<file path="src/rtl/branch_checkpoint_table_pkg.sv">
// Shared sizing and types for the branch checkpoint table and its neighbours.
package branch_checkpoint_table_pkg;

  localparam int BRANCH_NUM             = 4;
  localparam int BRANCH_NUM_INDEX       = $clog2(BRANCH_NUM);
  localparam int REG_NUM                = 32;
  localparam int PHYS_REG_NUM_INDEX     = 6;
  localparam int ACTIVE_LIST_SIZE_INDEX = 5;

  // One physical register tag per architectural register.
  typedef logic [REG_NUM-1:0][PHYS_REG_NUM_INDEX-1:0] rename_map_t;

  typedef logic [BRANCH_NUM-1:0]         branch_mask_t;
  typedef logic [BRANCH_NUM_INDEX-1:0]   branch_idx_t;
  typedef logic [ACTIVE_LIST_SIZE_INDEX-1:0] al_id_t;
  typedef logic [PHYS_REG_NUM_INDEX-1:0] phys_reg_t;

endpackage

</file>
<file path="src/rtl/branch_state_ifc.sv">
// Checkpoint table state as seen by branch_misprediction. The table drives
// every field through the "out" view; branch_misprediction hands back the
// corrected valid vector and write pointer through the "in" view.
interface branch_state_ifc;
  import branch_checkpoint_table_pkg::*;

  branch_mask_t                   valid;
  al_id_t      [BRANCH_NUM-1:0]   branch_id;
  phys_reg_t   [BRANCH_NUM-1:0]   free_head_pointer;
  rename_map_t [BRANCH_NUM-1:0]   rename_buffer;
  branch_idx_t                    write_pointer;
  branch_mask_t                   ds_valid;

  modport out (
    output valid,
    output branch_id,
    output free_head_pointer,
    output rename_buffer,
    output write_pointer,
    output ds_valid
  );

  modport in (
    input valid,
    input write_pointer
  );

endinterface

</file>
<file path="src/rtl/branch_checkpoint_table.sv">
// Per-branch checkpoint store: one slot per in-flight branch holding its
// active-list ID, free-list head snapshot and rename-map snapshot.
//
// Handshake: alloc_req is a request, alloc_ready is the grant. A slot is
// written only on a cycle where both are high; a request seen while
// alloc_ready is low is dropped and rename must keep presenting it.
// alloc_ready never depends on alloc_req, so there is no combinational loop.
module branch_checkpoint_table
  import branch_checkpoint_table_pkg::*;
(
  input  logic               clk,
  input  logic               rst_n,            // active-high synchronous reset

  input  logic               alloc_req,
  input  al_id_t             alloc_branch_id,
  input  phys_reg_t          alloc_free_head,
  input  rename_map_t        alloc_rename_map,
  output logic               alloc_ready,
  output branch_idx_t        alloc_idx,

  input  logic               ds_mark,
  input  phys_reg_t          ds_free_head,
  input  rename_map_t        ds_rename_map,

  input  logic               resolve_valid,
  input  al_id_t             resolve_branch_id,

  input  logic               recover_valid,
  input  branch_idx_t        recover_idx,
  branch_state_ifc.in        recover_state,

  input  logic               flush,

  branch_state_ifc.out       branch_state
);

  // Registered table state
  branch_mask_t                 valid_q,     valid_d;
  branch_mask_t                 ds_valid_q,  ds_valid_d;
  branch_idx_t                  wp_q,        wp_d;
  al_id_t      [BRANCH_NUM-1:0] id_q,        id_d;
  phys_reg_t   [BRANCH_NUM-1:0] fh_q,        fh_d;
  rename_map_t [BRANCH_NUM-1:0] map_q,       map_d;

  // Derived control
  branch_mask_t resolve_hit;
  branch_mask_t recover_clear;
  branch_idx_t  ds_idx;
  logic         alloc_fire;

  // Grant: target slot free and nothing higher-priority is rewriting the table.
  always_comb begin
    alloc_ready = !valid_q[wp_q] && !recover_valid && !flush && !rst_n;
    alloc_idx   = wp_q;
    alloc_fire  = alloc_req && alloc_ready;
    // The delay slot belongs to the most recently allocated branch.
    ds_idx      = wp_q - 1'b1;
  end

  // Parallel compare of the resolved ID against every slot, plus the
  // one-hot mask of the mispredicted slot.
  always_comb begin
    resolve_hit   = '0;
    recover_clear = '0;
    for (int i = 0; i < BRANCH_NUM; i++) begin
      if (resolve_valid && (id_q[i] == resolve_branch_id)) begin
        resolve_hit[i] = 1'b1;
      end
    end
    recover_clear[recover_idx] = 1'b1;
  end

  // Next-state: flush > recover > merged {resolve, ds_mark, alloc}.
  always_comb begin
    valid_d    = valid_q;
    ds_valid_d = ds_valid_q;
    wp_d       = wp_q;
    id_d       = id_q;
    fh_d       = fh_q;
    map_d      = map_q;

    if (flush) begin
      // Payload is left in place; only the bookkeeping is cleared.
      valid_d    = '0;
      ds_valid_d = '0;
      wp_d       = '0;
    end else if (recover_valid) begin
      // Take the corrected view from branch_misprediction, drop the
      // mispredicted slot itself, and still honour a same-cycle resolve.
      valid_d = recover_state.valid & ~recover_clear & ~resolve_hit;
      wp_d    = recover_state.write_pointer;
    end else begin
      // Resolve only clears bits; a hit on an invalid slot is harmless.
      valid_d = valid_q & ~resolve_hit;

      // Delay slot refreshes the youngest live checkpoint's snapshot.
      if (ds_mark && valid_q[ds_idx]) begin
        ds_valid_d[ds_idx] = 1'b1;
        fh_d[ds_idx]       = ds_free_head;
        map_d[ds_idx]      = ds_rename_map;
      end

      // Alloc is applied last so it wins if it ever targets the same slot
      // as the delay slot (only possible with a single-entry table).
      if (alloc_fire) begin
        valid_d[wp_q]    = 1'b1;
        ds_valid_d[wp_q] = 1'b0;
        id_d[wp_q]       = alloc_branch_id;
        fh_d[wp_q]       = alloc_free_head;
        map_d[wp_q]      = alloc_rename_map;
        wp_d             = wp_q + 1'b1;
      end
    end
  end

  // State register with synchronous active-high reset clearing everything.
  always_ff @(posedge clk) begin
    if (rst_n) begin
      valid_q    <= '0;
      ds_valid_q <= '0;
      wp_q       <= '0;
      id_q       <= '0;
      fh_q       <= '0;
      map_q      <= '0;
    end else begin
      valid_q    <= valid_d;
      ds_valid_q <= ds_valid_d;
      wp_q       <= wp_d;
      id_q       <= id_d;
      fh_q       <= fh_d;
      map_q      <= map_d;
    end
  end

  // Every exported field comes straight from a register.
  assign branch_state.valid             = valid_q;
  assign branch_state.ds_valid          = ds_valid_q;
  assign branch_state.write_pointer     = wp_q;
  assign branch_state.branch_id         = id_q;
  assign branch_state.free_head_pointer = fh_q;
  assign branch_state.rename_buffer     = map_q;

endmodule
</file>
<file path="src/flat_wrapper.sv">
// flat-port wrapper written by rule: the top's interface ports become plain ports
module branch_checkpoint_table_flat import branch_checkpoint_table_pkg::*;
  (clk, rst_n, alloc_req, alloc_branch_id, alloc_free_head, alloc_rename_map, alloc_ready, alloc_idx, ds_mark, ds_free_head, ds_rename_map, resolve_valid, resolve_branch_id, recover_valid, recover_idx, flush, recover_state_valid, recover_state_write_pointer, branch_state_valid, branch_state_branch_id, branch_state_free_head_pointer, branch_state_rename_buffer, branch_state_write_pointer, branch_state_ds_valid);
  branch_state_ifc recover_state_i ();
  branch_state_ifc branch_state_i ();
  input  logic clk;
  input  logic rst_n;
  input  logic alloc_req;
  input  al_id_t alloc_branch_id;
  input  phys_reg_t alloc_free_head;
  input  rename_map_t alloc_rename_map;
  output logic alloc_ready;
  output branch_idx_t alloc_idx;
  input  logic ds_mark;
  input  phys_reg_t ds_free_head;
  input  rename_map_t ds_rename_map;
  input  logic resolve_valid;
  input  al_id_t resolve_branch_id;
  input  logic recover_valid;
  input  branch_idx_t recover_idx;
  input  logic flush;
  input wire logic [$bits(recover_state_i.valid)-1:0] recover_state_valid;
  input wire logic [$bits(recover_state_i.write_pointer)-1:0] recover_state_write_pointer;
  output wire logic [$bits(branch_state_i.valid)-1:0] branch_state_valid;
  output wire logic [$bits(branch_state_i.branch_id)-1:0] branch_state_branch_id;
  output wire logic [$bits(branch_state_i.free_head_pointer)-1:0] branch_state_free_head_pointer;
  output wire logic [$bits(branch_state_i.rename_buffer)-1:0] branch_state_rename_buffer;
  output wire logic [$bits(branch_state_i.write_pointer)-1:0] branch_state_write_pointer;
  output wire logic [$bits(branch_state_i.ds_valid)-1:0] branch_state_ds_valid;
  assign recover_state_i.valid = recover_state_valid;
  assign recover_state_i.write_pointer = recover_state_write_pointer;
  assign branch_state_valid = branch_state_i.valid;
  assign branch_state_branch_id = branch_state_i.branch_id;
  assign branch_state_free_head_pointer = branch_state_i.free_head_pointer;
  assign branch_state_rename_buffer = branch_state_i.rename_buffer;
  assign branch_state_write_pointer = branch_state_i.write_pointer;
  assign branch_state_ds_valid = branch_state_i.ds_valid;
  branch_checkpoint_table u_core (.clk(clk), .rst_n(rst_n), .alloc_req(alloc_req), .alloc_branch_id(alloc_branch_id), .alloc_free_head(alloc_free_head), .alloc_rename_map(alloc_rename_map), .alloc_ready(alloc_ready), .alloc_idx(alloc_idx), .ds_mark(ds_mark), .ds_free_head(ds_free_head), .ds_rename_map(ds_rename_map), .resolve_valid(resolve_valid), .resolve_branch_id(resolve_branch_id), .recover_valid(recover_valid), .recover_idx(recover_idx), .recover_state(recover_state_i), .flush(flush), .branch_state(branch_state_i));
endmodule
</file>
<file path="config.mk">
export PLATFORM = sky130hd
export DESIGN_NAME = branch_checkpoint_table_flat
export DESIGN_NICKNAME = d
export VERILOG_FILES = /design/src/rtl/branch_checkpoint_table_pkg.sv /design/src/rtl/branch_state_ifc.sv /design/src/rtl/branch_checkpoint_table.sv /design/src/flat_wrapper.sv
export SDC_FILE = /design/constraint.sdc
export NUM_CORES = 2
export LEC_CHECK = 0
export BUFFER_PORTS_ARGS = -buffer_cell sky130_fd_sc_hd__buf_4
export CAP_MARGIN = 20
export CELL_PAD_IN_SITES_DETAIL_PLACEMENT = 1
export CELL_PAD_IN_SITES_GLOBAL_PLACEMENT = 1
export CORE_AREA = 2 2 482 484
export CTS_CLUSTER_DIAMETER = 50
export DETAILED_ROUTE_END_ITERATION = 12
export DIE_AREA = 0 0 484 486
export HOLD_SLACK_MARGIN = 0.02
export PLACE_DENSITY_LB_ADDON = 0.3
export REMOVE_ABC_BUFFERS = 1
export SLEW_MARGIN = 30
export SYNTH_ARGS = -nofsm -noshare
export SYNTH_HDL_FRONTEND = slang
export SYNTH_SLANG_ARGS = --single-unit
</file>
<file path="constraint.sdc">
create_clock -name clk -period 2.8 [get_ports clk]
set_input_delay 0 -clock clk [delete_from_list [all_inputs] [get_ports clk]]
set_output_delay 0 -clock clk [all_outputs]
set_load 0.005 [all_outputs]
</file>
==> summary.md <==
| Metric | Value |
|---|---|
| Detailed-route via count | `48.8k` |
| Routed wire length | `273000 µm` |
| Setup Skew | `0.0352 ns` |
| Worst hold margin | `about 0.089 ns` |
| Sequential cell area fraction in the yosys report | `41.9%` |
| Slowest cell on the critical path | `dfxtp_2` |
| CTS tree | `yes` |
| Clk Latency, worst-skew pair | `around 0.78 ns` |
| Layout Cells excl Fill | `9573` |
| Residual DRC | `0` |
| DR WL/cell | `roughly 28 µm` |
| Global-route wire length before repair | `379000 µm` |
| Max-cap violations | `0` |
| Post-route cell area | `~64000 µm²` |
| Peak VDD IR | `0.459 mV` |
| Row Count | `176` |
| Worst hold path type | `in -> reg` |
| Vias in the first global route | `a little under 50k` |
| Reg-to-Reg End | `u_core.branch_state.rename_buffer[708]$_SDFFE_PP0P_` |
| Final worst path period share | `99.1%` |
| Status | `completed` |
| Input/output buffers | `1245` |
| # IOs | `1246` |
| Cell chain of the critical path | `buf_4 > ha_2 > nand4bb_1 > buf_4 > or3_4 > buf_12 > nand2_1 > a311oi_1` |
| Slowest Stage Delay on Critical Path | `0.38 ns` |
| Reg-to-reg slack, setup | `0.03 ns` |
| Yosys top cell by area | `dfxtp_1` |
| WP data arrival | `3.40 ns` |
| Power Density | `535 nW/µm²` |
| Synthesized flop and latch total | `822` |
| Largest net degree at the start of global routing | `between 150 and 200` |
| Syn_area_per_cell | `8.23 µm²` |
| Total placed cells including tap cells | `around 9k` |
| Htree depth | `4` |
| Delay-heaviest family, CP | `simple AND/OR/NAND/NOR gates` |
| Placed instance area | `~54000 µm²` |
| CTS Buf Count | `142` |
| CP required | `3.43 ns` |
| Maximum clock rate | `361 MHz` |
| YS warnings | `0` |
| Worst-margin pin slew | `1.25 ns` |
| Yosys cell types | `39` |
| Synth top cells by count | `nand2_1, dfxtp_1, a211oi_1` |
| Crit path launch | `u_core.alloc_idx[0]$_SDFFE_PP0P_` |
| Die X | `approximately 480 µm` |
| Fin nets | `approximately 6.8k` |
| Initial DRC Count | `3238` |
| TritonRoute pass-1 iters | `7` |
| Post-route ant nets | `0` |
| Critical Path Stages | `8` |
| Crit Path Category | `reg -> reg` |
| CP Buf/Inv Count | `3` |
| Die area | `between 200000 and 250000 µm²` |
| Top cell by count, worst path | `buf_4` |
| Pre-CTS setup slack | `-0.00160 ns` |
| Crit path setup slack, layout | `0.0263 ns` |
| Yosys top cell area share | `41.9%` |
| Share of layout cells above drive strength 1 | `29.3%` |
| # setup viols final | `0` |
| Core Box Area | `about 230000 µm²` |
| Leakage | `24.8 nW` |
| Initial antenna violation count | `40` |
| All-Layer GR Usage | `around 22%` |
| Worst Setup EP | `u_core.branch_state.rename_buffer[708]$_SDFFE_PP0P_` |
| Num Clock Sinks | `822` |
| Maximum clock insertion buffer count | `3` |
| Initial Utilization | `between 10% and 20%` |
| Reg-to-Reg Start | `u_core.alloc_idx[0]$_SDFFE_PP0P_` |
| Post-synth ARST share | `0%` |
| Critical Path Source Type | `register` |
| Overall die height | `486 µm` |
| Post-layout min period | `roughly 2.8 ns` |
| Slew headroom | `between 10% and 20%` |
| PnR Total Power | `roughly 34 mW` |
| Via density per instance | `roughly 5.1` |
| Top FF cell, synth | `dfxtp_1` |
| Post-Syn Instances | `4775` |
| EDFF count, synth | `0` |
| CTS clk-pin slew, worst paths | `0.06 ns` |
| GP Congestion | `0.865` |
| Area grow syn2layout | `63.9%` |
| Top-count cell post-synth | `nand2_1` |
| Slew Limit Fails | `0` |
| Synth area leaders | `dfxtp_1, a311oi_1, nand2_1` |
| Post-DP HPWL | `194000 µm` |
| Cell Area, Synth | `roughly 40000 µm²` |
| Clock root buffer | `clkbuf_16` |
| Worst r2r path cells | `8` |
| Total gr overflow | `0` |
| Crit Path Max Fanout | `92` |
| Crit end category | `register` |
| Final Hold Viols | `0` |
layout by cell type, fill, tap and decap left out, types with 11 or more instances in the layout:
master,n
buf_12,118
clkinvlp_4,13
inv_1,11
clkinv_2,16
clkbuf_16,151
buf_4,1479
a211oi_1,785
clkbuf_8,11
diode_2,23
bufinv_16,22
a311oi_2,14
dfxtp_1,820
clkbuf_1,26
nor4_1,12
inv_6,11
nand2_1,1614
a311oi_1,771
xor2_1,16
dlygate4sd3_1,499
a21oi_1,26
cell families (layout without fill, tap and decap cells):
group,Yosys count,count (layout),synth area share [%]
flip-flops,822,822,41.9
AND/OR/NAND/NOR,1654,1654,16.1
multiplexers,4,4,0.134
buffers and inverters,641,2390,7.55
AO/OA/AOI/OAI,1629,1629,33.7
other,0,23,0
XOR/XNOR,21,21,0.468
adder cells (fa/ha/maj),4,4,0.127
flip-flops by register name, indices dropped and copies added, names as in the netlist:
name / count
u_core.branch_state.free_head_pointer: 24
u_core.branch_state.rename_buffer: 768
u_core.alloc_idx: 2
u_core.branch_state.valid: 4
u_core.branch_state.branch_id: 20
u_core.branch_state.ds_valid: 4
how the worst min path moves through the flow:
stage / depth (start not counted) / startpoint / to / slack [ns]
floorplan: 1 / recover_valid / alloc_ready / 0.04
global placement: 3 / alloc_branch_id[0] / u_core.branch_state.branch_id[5]$_SDFFE_PP0P_ / 0.28
detailed placement: 3 / alloc_branch_id[1] / u_core.branch_state.branch_id[1]$_SDFFE_PP0P_ / 0.29
CTS: 4 / alloc_rename_map[23] / u_core.branch_state.rename_buffer[23]$_SDFFE_PP0P_ / 0.02
global route: 4 / ds_free_head[3] / u_core.branch_state.free_head_pointer[15]$_SDFFE_PP0P_ / 0.04
finish: 4 / ds_rename_map[16] / u_core.branch_state.rename_buffer[208]$_SDFFE_PP0P_ / 0.09
routing by layer:
layer / global-route usage (%) / routed length [µm] / vias up
li1: - / - / 21400
met1: 26.6 / 113000 / 24800
met2: 35.3 / 126000 / 2056
met3: 5.60 / 20400 / 481
met4: 9.52 / 13500 / 20
met5: 0 / 120 / -
repair_timing:
action | 4_1_cts | 5_1_grt
gates resized for setup | 1 | 40
gates cloned | 0 | 12
pin swaps | 0 | 8
setup endpoints to repair | 13 | 652
hold buffers | 499 | 0
buffers inserted | 0 | 12
endpoints found under the hold margin | 822 | 0
power breakdown:
group          total, mW  leakage, nW  internal (mW)  switching (mW)
Sequential          12.0         6.64           11.9           0.151
Clock               18.9         2.40           11.8            7.12
Combinational       3.53         15.8           1.54            1.99
Total               34.5         24.8           25.2            9.26
final cells by class:
cell class | instances | area, µm²
fillers | 26700 | 165000
repair buffers | 2121 | 19000
well taps | 3026 | 3790
multi-input cells | 3312 | 20100
clock buffers | 179 | 3800
diodes | 23 | 57.6
flip-flops and latches | 822 | 16500
inverters | 12 | 45.0
clock inverters | 78 | 1200
tightest hold or removal path: stages:
cell	delay, ns
dlygate4sd3_1	0.53
buf_4	0.15
nand2_1	0.05
a311oi_1	0.08
metrics by stage:
stage          utilization (%)  setup TNS, ns
3_3_place_gp              23.4              0
6_report                  28.1              0
3_5_place_dp              23.4       -0.00160
5_1_grt                   28.1        -0.0373
4_1_cts                   27.8              0
2_1_floorplan                -       -9936.97
(Power assumes the default switching activity.)
